--- src/rtl/divider_pkg.sv ---
// Shared definitions for the pipelined restoring divider.
`ifndef max_num_K
`define max_num_K 8
`endif

package divider_pkg;

    // Default geometry used by the accumulator/index path.
    localparam int unsigned DIV_N     = 8;
    localparam int unsigned DIV_M     = 4;
    localparam int unsigned DIV_TAG_W = $clog2(`max_num_K) + 1;

    // The partial remainder needs one bit more than the divisor so that the
    // shifted value can be compared without overflow.
    function automatic int unsigned prem_width(input int unsigned m);
        return m + 1;
    endfunction

    localparam int unsigned DIV_PW = prem_width(DIV_M);

    // Contents of one pipeline stage at the default geometry.
    typedef struct packed {
        logic                 valid;
        logic [DIV_PW-1:0]    prem;
        logic [DIV_N-1:0]     dvd_rem;
        logic [DIV_M-1:0]     dvs;
        logic [DIV_N-1:0]     quo;
        logic                 div0;
        logic [DIV_N-1:0]     dvd_orig;
        logic [DIV_TAG_W-1:0] tag;
    } stage_t;

endpackage

--- src/rtl/divider_pipe_stage.sv ---
// One restoring-division step: shift in a dividend bit, conditionally
// subtract the divisor, shift in a quotient bit, then register with hold.
module divider_pipe_stage
    import divider_pkg::*;
#(
    parameter int unsigned N     = DIV_N,
    parameter int unsigned M     = DIV_M,
    parameter int unsigned TAG_W = DIV_TAG_W
) (
    input  logic             clk,
    input  logic             rst_n,
    input  logic             en_i,
    input  logic             valid_i,
    input  logic [M:0]       prem_i,
    input  logic [N-1:0]     dvd_rem_i,
    input  logic [M-1:0]     dvs_i,
    input  logic [N-1:0]     quo_i,
    input  logic             div0_i,
    input  logic [N-1:0]     dvd_orig_i,
    input  logic [TAG_W-1:0] tag_i,
    output logic             valid_o,
    output logic [M:0]       prem_o,
    output logic [N-1:0]     dvd_rem_o,
    output logic [M-1:0]     dvs_o,
    output logic [N-1:0]     quo_o,
    output logic             div0_o,
    output logic [N-1:0]     dvd_orig_o,
    output logic [TAG_W-1:0] tag_o
);

    localparam int unsigned PW = prem_width(M);

    typedef struct packed {
        logic             valid;
        logic [PW-1:0]    prem;
        logic [N-1:0]     dvd_rem;
        logic [M-1:0]     dvs;
        logic [N-1:0]     quo;
        logic             div0;
        logic [N-1:0]     dvd_orig;
        logic [TAG_W-1:0] tag;
    } rec_t;

    rec_t          stage_d, stage_q;
    logic [PW-1:0] shifted;
    logic [PW-1:0] dvs_ext;
    logic [PW-1:0] diff;
    logic          q_bit;
    logic          unused_prem_msb;

    // The incoming partial remainder is always below the divisor, so its
    // top bit is zero and drops out of the shift.
    assign unused_prem_msb = prem_i[M];

    // Compare/subtract/shift step; bubbles only clear valid so the data
    // fields (and hence the block outputs) stay quiet.
    always_comb begin
        stage_d       = stage_q;
        shifted       = {prem_i[M-1:0], dvd_rem_i[N-1]};
        dvs_ext       = {1'b0, dvs_i};
        q_bit         = (shifted >= dvs_ext);
        diff          = shifted - dvs_ext;
        stage_d.valid = valid_i;
        if (valid_i) begin
            stage_d.prem     = q_bit ? diff : shifted;
            stage_d.dvd_rem  = {dvd_rem_i[N-2:0], 1'b0};
            stage_d.dvs      = dvs_i;
            stage_d.quo      = {quo_i[N-2:0], q_bit};
            stage_d.div0     = div0_i;
            stage_d.dvd_orig = dvd_orig_i;
            stage_d.tag      = tag_i;
        end
    end

    // Stage register; holds everything while the pipeline is stalled.
    always_ff @(posedge clk or negedge rst_n) begin
        if (!rst_n) begin
            stage_q <= '0;
        end else if (en_i) begin
            stage_q <= stage_d;
        end
    end

    assign valid_o    = stage_q.valid;
    assign prem_o     = stage_q.prem;
    assign dvd_rem_o  = stage_q.dvd_rem;
    assign dvs_o      = stage_q.dvs;
    assign quo_o      = stage_q.quo;
    assign div0_o     = stage_q.div0;
    assign dvd_orig_o = stage_q.dvd_orig;
    assign tag_o      = stage_q.tag;

endmodule

--- src/rtl/divider_pipe.sv ---
// Fully pipelined unsigned restoring divider, one quotient bit per stage,
// with valid/ready backpressure, divide-by-zero override and tag pass-through.
module divider_pipe
    import divider_pkg::*;
#(
    parameter int unsigned N     = DIV_N,
    parameter int unsigned M     = DIV_M,
    parameter int unsigned TAG_W = DIV_TAG_W
) (
    input  logic             clk,
    input  logic             rst_n,
    input  logic             in_valid,
    output logic             in_ready,
    input  logic [N-1:0]     dividend,
    input  logic [M-1:0]     divisor,
    input  logic [TAG_W-1:0] tag_in,
    output logic             out_valid,
    input  logic             out_ready,
    output logic [N-1:0]     quotient,
    output logic [M-1:0]     remainder,
    output logic             div_by_zero,
    output logic [TAG_W-1:0] tag_out,
    output logic             busy
);

    // Index 0 is the entry point; index i+1 is the register of stage i.
    logic             valid_w    [0:N];
    logic [M:0]       prem_w     [0:N];
    logic [N-1:0]     dvd_rem_w  [0:N];
    logic [M-1:0]     dvs_w      [0:N];
    logic [N-1:0]     quo_w      [0:N];
    logic             div0_w     [0:N];
    logic [N-1:0]     dvd_orig_w [0:N];
    logic [TAG_W-1:0] tag_w      [0:N];

    logic stall;
    logic busy_any;
    logic unused_tail;

    assign stall    = out_valid && !out_ready;
    assign in_ready = !stall;

    assign valid_w[0]    = in_valid;
    assign prem_w[0]     = '0;
    assign dvd_rem_w[0]  = dividend;
    assign dvs_w[0]      = divisor;
    assign quo_w[0]      = '0;
    assign div0_w[0]     = (divisor == '0);
    assign dvd_orig_w[0] = dividend;
    assign tag_w[0]      = tag_in;

    for (genvar i = 0; i < N; i++) begin : g_stage
        divider_pipe_stage #(
            .N     (N),
            .M     (M),
            .TAG_W (TAG_W)
        ) u_stage (
            .clk        (clk),
            .rst_n      (rst_n),
            .en_i       (!stall),
            .valid_i    (valid_w[i]),
            .prem_i     (prem_w[i]),
            .dvd_rem_i  (dvd_rem_w[i]),
            .dvs_i      (dvs_w[i]),
            .quo_i      (quo_w[i]),
            .div0_i     (div0_w[i]),
            .dvd_orig_i (dvd_orig_w[i]),
            .tag_i      (tag_w[i]),
            .valid_o    (valid_w[i+1]),
            .prem_o     (prem_w[i+1]),
            .dvd_rem_o  (dvd_rem_w[i+1]),
            .dvs_o      (dvs_w[i+1]),
            .quo_o      (quo_w[i+1]),
            .div0_o     (div0_w[i+1]),
            .dvd_orig_o (dvd_orig_w[i+1]),
            .tag_o      (tag_w[i+1])
        );
    end

    // Busy whenever any stage, including the output stage, holds an operation.
    always_comb begin
        busy_any = 1'b0;
        for (int unsigned i = 1; i <= N; i++) begin
            busy_any = busy_any | valid_w[i];
        end
    end

    // Fully consumed dividend bits and the divisor are not needed past the
    // last stage; only the low dividend bits matter for the div0 remainder.
    assign unused_tail = ^{prem_w[N][M], dvd_rem_w[N], dvs_w[N], dvd_orig_w[N]};

    assign busy        = busy_any;
    assign out_valid   = valid_w[N];
    assign div_by_zero = div0_w[N];
    assign quotient    = div0_w[N] ? '1 : quo_w[N];
    assign remainder   = div0_w[N] ? dvd_orig_w[N][M-1:0] : prem_w[N][M-1:0];
    assign tag_out     = tag_w[N];

endmodule

--- config.mk ---
export PLATFORM = sky130hd
export DESIGN_NAME = divider_pipe
export DESIGN_NICKNAME = d
export VERILOG_FILES = /design/src/rtl/divider_pkg.sv /design/src/rtl/divider_pipe_stage.sv /design/src/rtl/divider_pipe.sv
export SDC_FILE = /design/constraint.sdc
export NUM_CORES = 1
export LEC_CHECK = 0
export CAP_MARGIN = 15
export CORE_MARGIN = 5
export CORE_UTILIZATION = 35
export DETAILED_ROUTE_END_ITERATION = 8
export GPL_TIMING_DRIVEN = 0
export PLACE_DENSITY = 0.57
export SLEW_MARGIN = 10
export SYNTH_ARGS = -nofsm -noshare
export SYNTH_HDL_FRONTEND = slang
export SYNTH_SLANG_ARGS = --single-unit
--- constraint.sdc ---
create_clock -name clk -period 3.8 [get_ports clk]
set_clock_uncertainty 0.2 [all_clocks]
set_input_delay 0.38 -clock clk [delete_from_list [all_inputs] [get_ports clk]]
set_output_delay 0.38 -clock clk [all_outputs]
set_load 0.05 [all_outputs]
## Word level (Yosys, flattened, before mapping)

Cells that the tools add are included.

- Bitwise logic cells: 8
- Mux-type cells: 10
- Reduce and logical (&&, ||, !) cells: 12
- Order comparisons: 8
- Add/sub/neg operators: 8

Operators with widths:

| kind | number |
|---|---|
| 4-bit 2-to-1 mux | 9 |
| 5-bit by 4-bit >= comparator with 1-bit output | 7 |
| 4-bit subtractor | 7 |
| 2-bit AND reduction | 8 |
| 8-bit 2-to-1 mux | 1 |
| 1-bit OR | 7 |
| 1-bit by 4-bit >= comparator with 1-bit output | 1 |
| 4-bit zero test | 1 |
| 1-bit by 4-bit subtractor with 4-bit output | 1 |
| 1-bit zero test | 2 |
| 1-bit logical AND | 1 |
| 1-bit NOT | 1 |

- Input port bits: 20
- Logic and storage cells: 108
- Output and inout port bits: 20
- Flip-flop bits (word level): 204

## Depth between registers and ports, before layout

- Depth after elaboration: 7
- Depth in mapped cells: 9
- Gate-level depth less buffers: 7

## By module

From an unflattened synthesis, not the netlist that was laid out.

- Cell total of the unflattened synthesis: 1,428
- Area, all modules: 13,663.1 um2

Modules (own cells, without submodules):

| module | instances | area an instance (um2) | sequential area each (um2) | cells each |
|---|---|---|---|---|
| divider_pipe_stage (g_stage[0].u_stage ...) | 5 | 1,695.4 | 950.9 | 191 |
| divider_pipe_stage (g_stage[1].u_stage) | 1 | 1,697.9 | 950.9 | 132 |
| divider_pipe_stage (g_stage[7].u_stage) | 1 | 1,676.6 | 950.9 | 190 |
| divider_pipe_stage (g_stage[2].u_stage) | 1 | 1,665.3 | 950.9 | 132 |
| divider_pipe | 1 | 146.4 | 0.0 | 19 |

## Least setup slack after synthesis

No wires, ideal clock.

- Path type: register to register
- Start point: register g_stage[7].u_stage.stage_q, in the netlist g_stage[7].u_stage.valid_o
- End point: register g_stage[7].u_stage.stage_q, in the netlist g_stage[7].u_stage.prem_o[2]
- Setup slack: 1,579 ps
- Arrival: 1,895 ps
- Cell stages (with the launch flop): 9
- Data required time: 3,474 ps
- Period minus slack after synthesis: 2,221 ps
- Buffers on the path: 3
- Setup time: 126 ps
- Path through: dfrtp_1 > nor2b_4 > buf_6 > inv_4 > buf_12 > buf_2 > nand2_1 > nor2_1 > a221o_1

- Cells in the longest elaborated chain, start to end: 3

RTL lines:

| element | RTL line | source |
|---|---|---|
| from (decl) | divider_pipe_stage.sv:44 | `rec_t stage_d, stage_q;` |
| from (signal assigned) | divider_pipe_stage.sv:80 | `stage_q <= stage_d;` |
| 1-bit logical AND | divider_pipe.sv:40 | `assign stall = out_valid && !out_ready;` |
| 1-bit NOT (no source line) | n/a |  |
| 2-bit AND reduction (no source line) | n/a |  |

No other way between the ends.
A chain may end at the register's enable or synchronous reset.

## Worst setup path after layout

- Start point: register g_stage[7].u_stage.stage_q, in the netlist g_stage[7].u_stage.valid_o
- End point: output in_ready

- Cells in the longest elaborated chain, start to end: 2

RTL lines:

| element | RTL line | source |
|---|---|---|
| 1-bit logical AND | divider_pipe.sv:40 |  |
| 1-bit zero test | n/a |  |
| to (decl) | divider_pipe.sv:13 | `output logic in_ready,` |

No other way between the ends.

==> results.cfg <==
[critical_path]
timing.rr.end = g_stage[2].u_stage.quo_o[0]
crit_start = g_stage[7].u_stage.valid_o
crit_end = in_ready
cpLargestDelayFamily = buffers and inverters
crit_arrival_ns = 2.44
critPathKind = reg2out
r2r_start = g_stage[7].u_stage.valid_o
cp_max_fo = 10
rrSetupSlack_ns = 1.70
crit_path_max_incr_delay_ns = 0.86
r2r_cells = 9
required_ns = 3.22
startpoint_type = register
crit_slowest_cell = clkdlybuf4s50_1
end_kind = output port
path_cells = nor2b_4 > buf_6 > inv_4 > buf_12 > buf_2 > clkdlybuf4s50_1
cp.depth = 6
crit_buf_inv = 5

[routing]
drt_iter0_drc = 388
wl_mm = 16.7
drc = 0
via_per_inst = 4.61
ant_nets = 0
via_count = 5801
routedWlPerCell_um = 13.3
dr.pass1.iters = 4

[finish]
postLayoutCoreUtil_pct = 41.5
fillers = 2328
finalNetCount = 984
num_antenna_cells = 0
layout_common_cells = nand2_1 (314), dfrtp_1 (182), o21ai_0 (48)
area_growth_pct = 17.2
layout_commonest_cell = nand2_1
drive_gt1_share_pct = 11.6

[logic_synthesis]
synth_ff_type = dfrtp_1
synth_edf_count = 0
yosysTopAreaCell = dfrtp_1
ys_async_sr_fraction_pct = 100
synth_area_leaders = dfrtp_1 (55%), nand2_1 (14%), ha_1 (4.5%)
mappedNetlistArea_sq_um = 8320
synth-seq-area-share_pct = 54.7
yosysWarnings = 0
syn_inst = 867
synthesis.nets = 924
ys_seq_elements = 182
yosysUniqueCellTypes = 45
synth_top_area_share_pct = 54.7
avgSynthCellArea_sq_um = 9.60

[die]
start_util_pct = 35.5
coreArea_sq_um = 23500
die_h_um = 164
die_w_um = 164
dieArea_sq_um = 27000
io_pins = 40
rows = 56

[clock_network]
clk_path_buf_depth = 2
tritoncts = done
cts.sinks = 182
cts_buffers = 17
clkSlewWorstSetupHoldPaths_ns = 0.07
htree_levels = 4
clk_latency_ns = 0.42
post_cts_resize_count = 0
cts_hold_buffers = 1
cts_setup_buffers = 0
root_buffer = clkbuf_16

[pwr]
p_per_area_nw_per_um2 = 932
peakVddDrop_v = 0.000331
p_leak_nw = 4.78

[outcome]
status = finished, final reports clean

[grt]
grt_util_all_layers_pct = 13.2
overflow = 0
grt_pass1_wl_mm = 28.9
antenna_found_initial = 0
grt_max_degree = 93
first_global_vias = 5949

[timing]
fin_crit_ns = 3.02
finalSetupTns_ns = 0
rsz0062_at_grt = no
hold_viol_final = 0
drv_slew = 0
post-route-period-util_pct = 79.4
tightest_slew_ns = 0.715
setup_viol = 0
relSlewSlack_pct = 52.3
fmax_mhz = 332

[placed_design]
finalWeightedCongestion = 0.819
port_buffers = 39
place_hpwl_mm = 12.3

[job]
max_cap_violations = 0

[hold_path]
hp-class = reg2reg
cells by family after synthesis:
family | count (synthesis) | share of synthesized area [%]
simple gates | 402 | 19.9
flops | 182 | 54.7
compound gates | 132 | 10.1
buf+inv | 76 | 4.10
fa+ha+maj | 37 | 6.19
mux | 31 | 4.19
xor+xnor | 7 | 0.737
report_power, final:
group | internal, mW | total (mW) | switching, mW
Clock | 1.02 | 1.76 | 0.740
Combinational | 1.61 | 4.02 | 2.41
Sequential | 2.77 | 3.30 | 0.530
cells in the mapped netlist (3+ instances only):
master    number
nand2_1      314
dfrtp_1      182
o21ai_0       48
inv_1         40
nor2_1        38
mux2_2        31
ha_1          30
buf_2         24
a21oi_1       21
a31oi_1        9
clkbuf_1       9
o21bai_1       9
nand2b_1       8
or2_2          8
fa_1           7
o31a_1         7
o31ai_1        7
xnor2_1        7
and2_1         6
nand4_1        6
nor3_1         6
a22oi_1        5
o32ai_1        4
or3_1          4
a221o_1        3
o211a_1        3
o21a_1         3
o41ai_1        3
or3b_2         3
layer usage:
layer / track usage, % / routed length [um]
met1: 16.7 / 7820
met2: 22.9 / 8150
met3: 2.89 / 492
met4: 3.35 / 275
met5: 0 / 0
state kept, by name, summed over array words and instances (netlist names):
register,flops
g_stage.u_stage.dvs_o,28
g_stage.u_stage.valid_o,8
g_stage.u_stage.dvd_rem_o,9
g_stage.u_stage.quo_o,36
g_stage.u_stage.dvd_orig_o,29
g_stage.u_stage.div0_o,8
g_stage.u_stage.tag_o,32
g_stage.u_stage.prem_o,32
worst register-to-register path: cells and delay by family, from the launching register on:
family | cells | cell delay, ns
buf+inv | 5 | 0.84
flops | 1 | 0.42
simple gates | 4 | 0.52
worst min path at each step:
stage / startpoint / end / depth (start not counted)
CTS: g_stage[0].u_stage.dvd_orig_o[0] / g_stage[1].u_stage.dvd_orig_o[0] / 2
finish: g_stage[0].u_stage.tag_o[0] / g_stage[1].u_stage.tag_o[0] / 2
global placement: g_stage[0].u_stage.dvd_rem_o[5] / g_stage[1].u_stage.dvd_rem_o[6] / 2
global route: g_stage[0].u_stage.dvd_orig_o[0] / g_stage[1].u_stage.dvd_orig_o[0] / 2
floorplan: rst_n / g_stage[0].u_stage.div0_o / 0
detailed placement: rst_n / g_stage[7].u_stage.prem_o[1] / 1
metrics by stage:
step | area [sq um] | hold slack, ns | instances | setup slack (ns) | power (mW)
2_1_floorplan | 8320 | -0.116 | 867 | 1.58 | 6.26
3_3_place_gp | 9110 | 0.245 | 1225 | -5.63 | 7.29
3_5_place_dp | 9140 | 0.251 | 1226 | 0.834 | 7.39
4_1_cts | 9750 | 0.270 | 1259 | 0.771 | 9.21
5_1_grt | 9750 | 0.287 | 1259 | 0.716 | 9.86
6_report | 9750 | 0.263 | 1259 | 0.784 | 9.09
area by class of cell:
class	count	area, sq um	area share (%)
flip-flops and latches	182	4550	46.7
repair buffers	41	433	4.44
well taps	319	399	4.09
inverters	41	156	1.60
clock inverters	11	125	1.28
clock buffers	21	470	4.83
plain buffers	35	185	1.90
multi-input cells	609	3430	35.1
Note: power is estimated with default switching activity, not from simulation.
